[config.mk]
export PLATFORM = sky130hd
export DESIGN_NAME = cpu_timing_generator
export DESIGN_NICKNAME = d
export VERILOG_FILES = /design/src/rtl/cpu_timing_generator.sv
export SDC_FILE = /design/constraint.sdc
export NUM_CORES = 1
export LEC_CHECK = 0
export CORE_MARGIN = 8
export CORE_UTILIZATION = 30
export CTS_BUF_LIST = sky130_fd_sc_hd__clkbuf_4 sky130_fd_sc_hd__clkbuf_8
export CTS_CLUSTER_DIAMETER = 40
export DETAILED_ROUTE_END_ITERATION = 12
export SLEW_MARGIN = 40
export SYNTH_ARGS = -nofsm -noshare
export SYNTH_HDL_FRONTEND = slang
export SYNTH_SLANG_ARGS = --single-unit
[constraint.sdc]
create_clock -name Clock -period 2.2 [get_ports Clock]
set_clock_uncertainty 0.05 [all_clocks]
set_input_delay 0.22 -clock Clock [delete_from_list [all_inputs] [get_ports Clock]]
set_output_delay 0.22 -clock Clock [all_outputs]
set_load 0.005 [all_outputs]
[src/rtl/cpu_timing_generator.sv]
// cpu_timing_generator
// Produces the one-hot instruction timing vector T for the CPU control decoder.
// Supports stalling on the current step, halting at an instruction boundary,
// resuming from halt and a sticky overrun flag for a counter wrap.
//
// Optional feature: define CPU_TIMING_INSTR_COUNT_EN to add the 16-bit
// InstrCount output, which counts completed instructions.
//
// Ports:
//   Clock      system clock, rising edge
//   Reset      synchronous active-high reset
//   T_Reset    end of instruction; the next step is T0
//   Stall      hold the current step
//   Halt       halt request, honoured only together with T_Reset
//   Resume     leave the HALTED state
//   T          one-hot timing vector, all zeros while halted
//   SC         binary step index matching T
//   Fetch      T[0] | T[1]
//   Halted     high in the HALTED state
//   Overrun    sticky; set when the counter wraps without T_Reset
//   InstrCount completed-instruction count (optional)
module cpu_timing_generator #(
  parameter int unsigned NUM_STEPS = 12,
  parameter int unsigned CNT_W     = 4
) (
  input  logic                 Clock,
  input  logic                 Reset,
  input  logic                 T_Reset,
  input  logic                 Stall,
  input  logic                 Halt,
  input  logic                 Resume,
  output logic [NUM_STEPS-1:0] T,
  output logic [CNT_W-1:0]     SC,
  output logic                 Fetch,
  output logic                 Halted,
`ifdef CPU_TIMING_INSTR_COUNT_EN
  output logic [15:0]          InstrCount,
`endif
  output logic                 Overrun
);

  localparam logic [0:0] ST_RUN    = 1'b0;
  localparam logic [0:0] ST_HALTED = 1'b1;

  localparam logic [NUM_STEPS-1:0] T_FIRST  = NUM_STEPS'(1);
  localparam logic [CNT_W-1:0]     SC_LAST  = CNT_W'(NUM_STEPS - 1);

  logic [0:0]           state;
  logic [0:0]           state_n;
  logic [CNT_W-1:0]     sc_n;
  logic [NUM_STEPS-1:0] t_n;
  logic                 overrun_n;
  logic                 fetch_n;
  logic                 halted_n;

  // State and output registers; every output comes straight from a flop.
  always_ff @(posedge Clock) begin
    if (Reset) begin
      state   <= ST_RUN;
      SC      <= '0;
      T       <= T_FIRST;
      Fetch   <= 1'b1;
      Halted  <= 1'b0;
      Overrun <= 1'b0;
    end else begin
      state   <= state_n;
      SC      <= sc_n;
      T       <= t_n;
      Fetch   <= fetch_n;
      Halted  <= halted_n;
      Overrun <= overrun_n;
    end
  end

  // Next-state logic: T_Reset > Stall > advance while running.
  always_comb begin
    state_n   = state;
    sc_n      = SC;
    t_n       = T;
    overrun_n = Overrun;
    case (state)
      ST_RUN: begin
        if (T_Reset) begin
          sc_n = '0;
          if (Halt) begin
            state_n = ST_HALTED;
            t_n     = '0;
          end else begin
            t_n = T_FIRST;
          end
        end else if (Stall) begin
          sc_n = SC;
          t_n  = T;
        end else if (SC == SC_LAST) begin
          // Ran off the end of the step table without an end-of-instruction.
          sc_n      = '0;
          t_n       = T_FIRST;
          overrun_n = 1'b1;
        end else begin
          sc_n = SC + CNT_W'(1);
          t_n  = T << 1;
        end
      end
      ST_HALTED: begin
        sc_n = '0;
        t_n  = '0;
        if (Resume) begin
          state_n = ST_RUN;
          t_n     = T_FIRST;
        end
      end
      default: begin
        state_n = ST_RUN;
        sc_n    = '0;
        t_n     = T_FIRST;
      end
    endcase
    halted_n = (state_n == ST_HALTED);
    fetch_n  = t_n[0] | t_n[1];
  end

`ifdef CPU_TIMING_INSTR_COUNT_EN
  // Counts every end-of-instruction seen while running, halting ones included.
  always_ff @(posedge Clock) begin
    if (Reset) begin
      InstrCount <= '0;
    end else if ((state == ST_RUN) && T_Reset) begin
      InstrCount <= InstrCount + 16'd1;
    end
  end
`endif

endmodule

==> metrics.txt, run 1 <==
status finished, final reports clean; Primary FF master, synth dfxtp_1; top post-synthesis cells by count dfxtp_1 (19), nor2_1 (13), a32oi_1 (11); Crit path depth 1; power density over cell area between 500 and 600 mW/mm2; share of flip-flops with an asynchronous set or reset 0%; count leader, synth dfxtp_1; leakage power about 0.36 nW; flops & latches, synth 19; cells resized by post-CTS repair 0; Reg2Reg Capture Point T[7]$_SDFFE_PP0P_; CP Cell Sequence clkdlybuf4s50_1; Crit path largest cell delay around 570 ps; sequential element share of the synthesized area between 50% and 60%; Final setup viols 0; critical-path maximum fanout 7; number of synthesized flops with an enable pin 0; crit path from state$_SDFF_PP0_; R2R Path Start SC[0]$_SDFFE_PP0P_; DR WL/cell 13.6 um; Reg2Reg Depth 5; top cell type's share of synthesized area 50.6%; first-pass GRT wire length between 3000 and 4000 um; initial core utilization between 30% and 40%; shortest period the worst path allows approximately 1600 ps; Nets roughly 110; syn nets 83; unrepaired setup endpoints after global routing no; cts bufs inserted 3; Netlist cell types 26; Vias between 600 and 700; HP Class register to register; Placed Area roughly 0.0010 mm2; FP Rows 18; Crit path arrival time 1380 ps; synthesized area approximately 750 um2; slew at the pin closest to its max-slew limit between 300 and 400 ps; Req. time, crit path 1930 ps; setup tns final 0 ps; vias per cell roughly 5; Die W between 60 and 70 um; H-Tree Depth 1; Avg Inst Size Synth approximately 9.9 um2; Critical Path Sink Halted; CTS clock-pin slew for the worst setup and hold paths roughly 100 ps; Synth Instances 76; ranking of synthesized cells by area dfxtp_1 (51%), a32oi_1 (13%), nor2_1 (6.5%); Area Overhead vs Synth 42.4%; FF-to-FF setup slack between 700 and 800 ps; GR Util All Layers 8.97%; period utilization 74.8%; Iter 0 DRT Violations 22; post-DP HPWL about 1400 um; ANT nets after route 0; GR Overflow Total 0; Slew Limit Fails 0; Hold Path Depth 2; Final Hold Viols 0; ant diodes 0; Num Clock Sinks 19; clock root buffer clkbuf_4; Skew-Pair Late Insertion Delay 290 ps; CP Capture Type output pin; most area-hungry cell type in the Yosys netlist dfxtp_1; RePlAce Congestion approximately 0.73; die height about 66 um; Clock Path Buffers 2; wirelength, routed between 1500 and 2000 um; maxcap violations 0; initial antenna violation count 0; Startpoint Class register; TritonCTS clock tree done; IO Count 25; Critical path buffers and inverters 1; largest net degree at the start of global routing 15; core area about 0.0024 mm2; hold-fix buffers at CTS 0; fill count 270; Warnings, synthesis 0; port bufs 24; design area around 0.0011 mm2; maximum VDD drop approximately 0.00034 V; crit-path leading delay family buffers and inverters; # DRC 0; Slew HR around four fifths; 1st-pass router iterations 3; share of cells above drive strength 1 a little under an eighth; post-CTS setup buffers 0; vias in the first global route 688; die area 0.00436 mm2; critical path's slowest cell clkdlybuf4s50_1; Max Freq around 0.61 GHz; kind of critical path register to output pin
cells in the final DEF, fill, tap and decap left out, drive strengths merged:
| cell type | count |
|---|---|
| nor2 | 13 |
| nand3 | 1 |
| or3b | 1 |
| nor3 | 2 |
| ha | 1 |
| nand3b | 2 |
| nand2 | 4 |
| nand4 | 1 |
| mux2i | 2 |
| clkbuf | 3 |
| nor4 | 2 |
| a31o | 1 |
| clkdlybuf4s50 | 24 |
| nor2b | 1 |
| clkinv | 1 |
| o21ai | 1 |
| buf | 5 |
| inv | 1 |
| mux2 | 1 |
| a31oi | 1 |
| a21oi | 2 |
| a32oi | 11 |
| dfxtp | 19 |
| nor3b | 1 |
| a221o | 1 |
| nand2b | 2 |
worst min path at each step:
stage | start | endpoint
finish | Overrun$_SDFFE_PP0P_ | Overrun$_SDFFE_PP0P_
global route | Overrun$_SDFFE_PP0P_ | Overrun$_SDFFE_PP0P_
CTS | Overrun$_SDFFE_PP0P_ | Overrun$_SDFFE_PP0P_
detailed placement | Overrun$_SDFFE_PP0P_ | Overrun$_SDFFE_PP0P_
global placement | Overrun$_SDFFE_PP0P_ | Overrun$_SDFFE_PP0P_
floorplan | T_Reset | SC[1]$_SDFFE_PP0P_
layer usage:
layer / part of all wire (%) / vias up / global-route usage [%]
met4: 0 / 0 / 4.00
met3: 13 / 0 / 5.42
li1: - / 344 / -
met5: 0 / - / 0
met2: 43 / 21 / 13.8
met1: 44 / 309 / 9.71
stage by stage:
stage               power [mW]  worst slack [ps]  cells  util, %  hold WS, ps
finish                   0.586               555    134     44.0          407
global route             0.627               451    134     44.0          455
CTS                      0.597               525    134     44.0          417
detailed placement       0.425               495    130     42.9          402
global placement         0.425               488    130     42.9          389
floorplan                0.391               857     76        -          249
kinds of logic (layout without fill, tap and decap cells):
| family | after synthesis | count (layout) | share of synthesized area (%) |
|---|---|---|---|
| flops | 19 | 19 | 50.6 |
| compound gates | 17 | 17 | 18.1 |
| fa+ha+maj | 1 | 1 | 1.66 |
| buf+inv | 6 | 34 | 3.66 |
| simple gates | 30 | 30 | 21.8 |
| mux | 3 | 3 | 4.16 |
layout make-up:
| type | instances | area (um2) | area share (%) |
|---|---|---|---|
| Tap cell | 30 | 37.5 | 3.50 |
| Clock inverter | 1 | 5.00 | 0.467 |
| Sequential cell | 19 | 380 | 35.5 |
| Timing Repair Buffer | 29 | 278 | 25.9 |
| Inverter | 1 | 3.75 | 0.350 |
| Multi-Input combinational cell | 51 | 344 | 32.1 |
| Clock buffer | 3 | 22.5 | 2.10 |
sequential cells by signal, summed over array words and instances, names as in the netlist:
signal   flops
T           12
SC           4
Fetch        1
Overrun      1
state        1
report_power, final:
part | switching [mW] | internal, mW
Combinational | 0.0265 | 0.0331
Sequential | 0.00709 | 0.350
Clock | 0.102 | 0.0676
Total | 0.135 | 0.451
No activity file was read; power rests on OpenSTA's default activity.
==> run 2: changes to the inputs <==
==> constraint.sdc (replaced) <==
create_clock -name Clock -period 1.5 [get_ports Clock]
set_clock_uncertainty 0.05 [all_clocks]
set_input_delay 0.15 -clock Clock [delete_from_list [all_inputs] [get_ports Clock]]
set_output_delay 0.15 -clock Clock [all_outputs]
set_load 0.005 [all_outputs]
==> run 2 against run 1 <==
  * Setup slack got worse by 470 ps
  * Routed wire length is 4.6% higher
  * Clock power grew 57%
  * Register-to-register slack worse by 570 ps
  * Via count up 3.9%
  * Combinational power is 67% higher
  * Critical endpoint unchanged
  * Largest cell class unchanged
==> metrics.txt, run 2 (synthesis gave the netlist of run 1 again) <==
status finished, final reports clean (unchanged); GR Overflow Total 0 (unchanged); Reg2Reg Depth 5 (unchanged); H-Tree Depth 1 (unchanged); power density over cell area 795 mW/mm2 (was 547 mW/mm2); clock root buffer clkbuf_4 (unchanged); critical path's slowest cell clkdlybuf4s50_1 (unchanged); CP Cell Sequence clkdlybuf4s50_1 (unchanged); Area Overhead vs Synth 48.8% (was 42.4%); fill count 261 (was 270); Startpoint Class register (unchanged); RePlAce Congestion 0.796 (was 0.727); Slew Limit Fails 0 (unchanged); initial core utilization 30.9% (unchanged); ant diodes 0 (unchanged); design area 0.00112 mm2 (was 0.00107 mm2); setup tns final 0 ps (unchanged); Final setup viols 0 (unchanged); die area 0.00436 mm2 (unchanged); shortest period the worst path allows between 1000 and 1500 ps; # DRC 0 (unchanged); share of cells above drive strength 1 19.3% (was 11.5%); post-CTS setup buffers 0 (unchanged); Num Clock Sinks 19 (unchanged); core area 0.00243 mm2 (unchanged); die height 66.1 um (unchanged); Placed Area 0.00108 mm2 (was 0.00104 mm2); internal power 0.691 mW (was 0.451 mW); cts bufs inserted 3 (unchanged); first-pass GRT wire length 3310 um (was 3130 um); period utilization between 90% and 100%; non-filler cells, final 139 (was 134); unrepaired setup endpoints after global routing no (unchanged); Clock Path Buffers 2 (unchanged); Slew HR 76.1% (was 78.8%); Crit path depth 1 (unchanged); initial antenna violation count 0 (unchanged); TritonCTS clock tree done (unchanged); maximum VDD drop 0.000596 V (was 0.000344 V); Hold WS 406 ps (was 407 ps); vias in the first global route 758 (was 688); post-DP HPWL 1430 um (was 1370 um); crit path from state$_SDFF_PP0_ (unchanged); switch share 22.3% (was 23.1%); wirelength, routed 1910 um (was 1820 um); slew at the pin closest to its max-slew limit 357 ps (was 318 ps); Reg with most FFs T (unchanged); Iter 0 DRT Violations 17 (was 22); cells resized by post-CTS repair 1 (was 0); most frequent cells in the layout clkdlybuf4s50_1 (24), dfxtp_1 (15), nor2_1 (13), a32oi_1 (11), buf_4 (10) (was clkdlybuf4s50_1 (24), dfxtp_1 (19), nor2_1 (13), a32oi_1 (11), buf_4 (5)); CP Capture Type output pin (unchanged); port bufs 24 (unchanged); kind of critical path register to output pin (unchanged); GR Util All Layers 9.46% (was 8.97%); Reg2Reg Capture Point T[10]$_SDFFE_PP0P_ (was T[7]$_SDFFE_PP0P_); Final Hold Viols 0 (unchanged); Seq pwr share 58.9% (was 60.9%); 1st-pass router iterations 4 (was 3); largest registers T: 12 flops, SC: 4 flops (unchanged); Crit path largest cell delay 520 ps (was 570 ps); most common cell after layout, fill and taps aside clkdlybuf4s50_1 (unchanged); CTS clock-pin slew for the worst setup and hold paths 100 ps (about the same); max FFs per register 12 (unchanged); Die W 66.1 um (unchanged); ANT nets after route 0 (unchanged); Max Freq ~0.70 GHz; largest net degree at the start of global routing 14 (was 15); IO Count 25 (unchanged); NetSw 0.198 mW (was 0.135 mW); R2R Path Start SC[1]$_SDFFE_PP0P_ (was SC[0]$_SDFFE_PP0P_); Nets 117 (was 112); HP Class register to register (unchanged); Crit path arrival time 1220 ps (was 1380 ps); critical-path maximum fanout 7 (unchanged); DR WL/cell 13.7 um (was 13.6 um); Vias 700 (was 674); hold-fix buffers at CTS 0 (unchanged); crit-path leading delay family buffers and inverters (unchanged); Skew-Pair Late Insertion Delay 290 ps (about the same); Clock Power Share 29.9% (was 28.9%); maxcap violations 0 (unchanged); FP Rows 18 (unchanged); placed insts 135 (was 130); combinational share of power 11.2% (was 10.2%); Critical path buffers and inverters 1 (unchanged); vias per cell 5.04 (was 5.03); FF-to-FF setup slack 170 ps (was 740 ps); Critical Path Sink Halted (unchanged); leakage power 0.391 nW (was 0.364 nW); Req. time, crit path 1300 ps (was 1930 ps)
==> run 2: worst min-delay path by stage <==
stage	cells past startpoint	start	slack [ps]	endpoint
after floorplan	1	T_Reset	180	SC[1]$_SDFFE_PP0P_
after global placement	2	Overrun$_SDFFE_PP0P_	390	Overrun$_SDFFE_PP0P_
after detailed placement	2	Overrun$_SDFFE_PP0P_	400	Overrun$_SDFFE_PP0P_
after CTS	2	Overrun$_SDFFE_PP0P_	420	Overrun$_SDFFE_PP0P_
after global routing	2	Overrun$_SDFFE_PP0P_	450	Overrun$_SDFFE_PP0P_
final	2	Overrun$_SDFFE_PP0P_	410	Overrun$_SDFFE_PP0P_
==> run 2: through the flow <==
step	utilization, %	setup slack, ps	total power [mW]
3_5_place_dp	44.4	-138	0.635
5_1_grt	46.0	0.321	0.945
3_3_place_gp	44.4	-84.6	0.634
6_report	46.0	80.1	0.889
2_1_floorplan	-	157	0.574
4_1_cts	45.7	13.5	0.907
==> run 2: power by group through the flow <==
| stage | combinational, mW | sequential (mW) | clock (mW) |
|---|---|---|---|
| final | 0.0994 | 0.524 | 0.266 |
| after global routing | 0.108 | 0.526 | 0.311 |
| after floorplan | 0.0395 | 0.534 | 0 |
| after detailed placement | 0.0997 | 0.535 | 0 |
| after global placement | 0.0985 | 0.535 | 0 |
| after CTS | 0.100 | 0.524 | 0.283 |
==> run 2: metal layers <==
layer / GRT usage, % / vias up / share of wire [%]
met2: 15.0 / 25 / 44
met3: 5.25 / 0 / 11
met5: 0 / - / 0
met4: 3.20 / 0 / 0
li1: - / 350 / -
met1: 10.5 / 325 / 45
==> run 2: layout make-up <==
class	count	area [um2]	area share [%]
clock buffers	4	30.0	2.68
inverters	1	3.75	0.336
multi-input cells	51	344	30.8
flip-flops and latches	19	388	34.7
well taps	30	37.5	3.36
repair buffers	34	315	28.2
==> run 3: changes to the inputs <==
--- a/config.mk
+++ b/config.mk
@@ -7,7 +7,7 @@
 export LEC_CHECK = 0
 export CORE_MARGIN = 8
 export CORE_UTILIZATION = 30
-export CTS_BUF_LIST = sky130_fd_sc_hd__clkbuf_4 sky130_fd_sc_hd__clkbuf_8
+export CTS_BUF_LIST = sky130_fd_sc_hd__clkbuf_2 sky130_fd_sc_hd__clkbuf_4 sky130_fd_sc_hd__clkbuf_8
 export CTS_CLUSTER_DIAMETER = 40
 export DETAILED_ROUTE_END_ITERATION = 12
 export SLEW_MARGIN = 40
==> results of run 3 <==
Same layout as run 2: the final DEF is identical, and so are final timing and power.
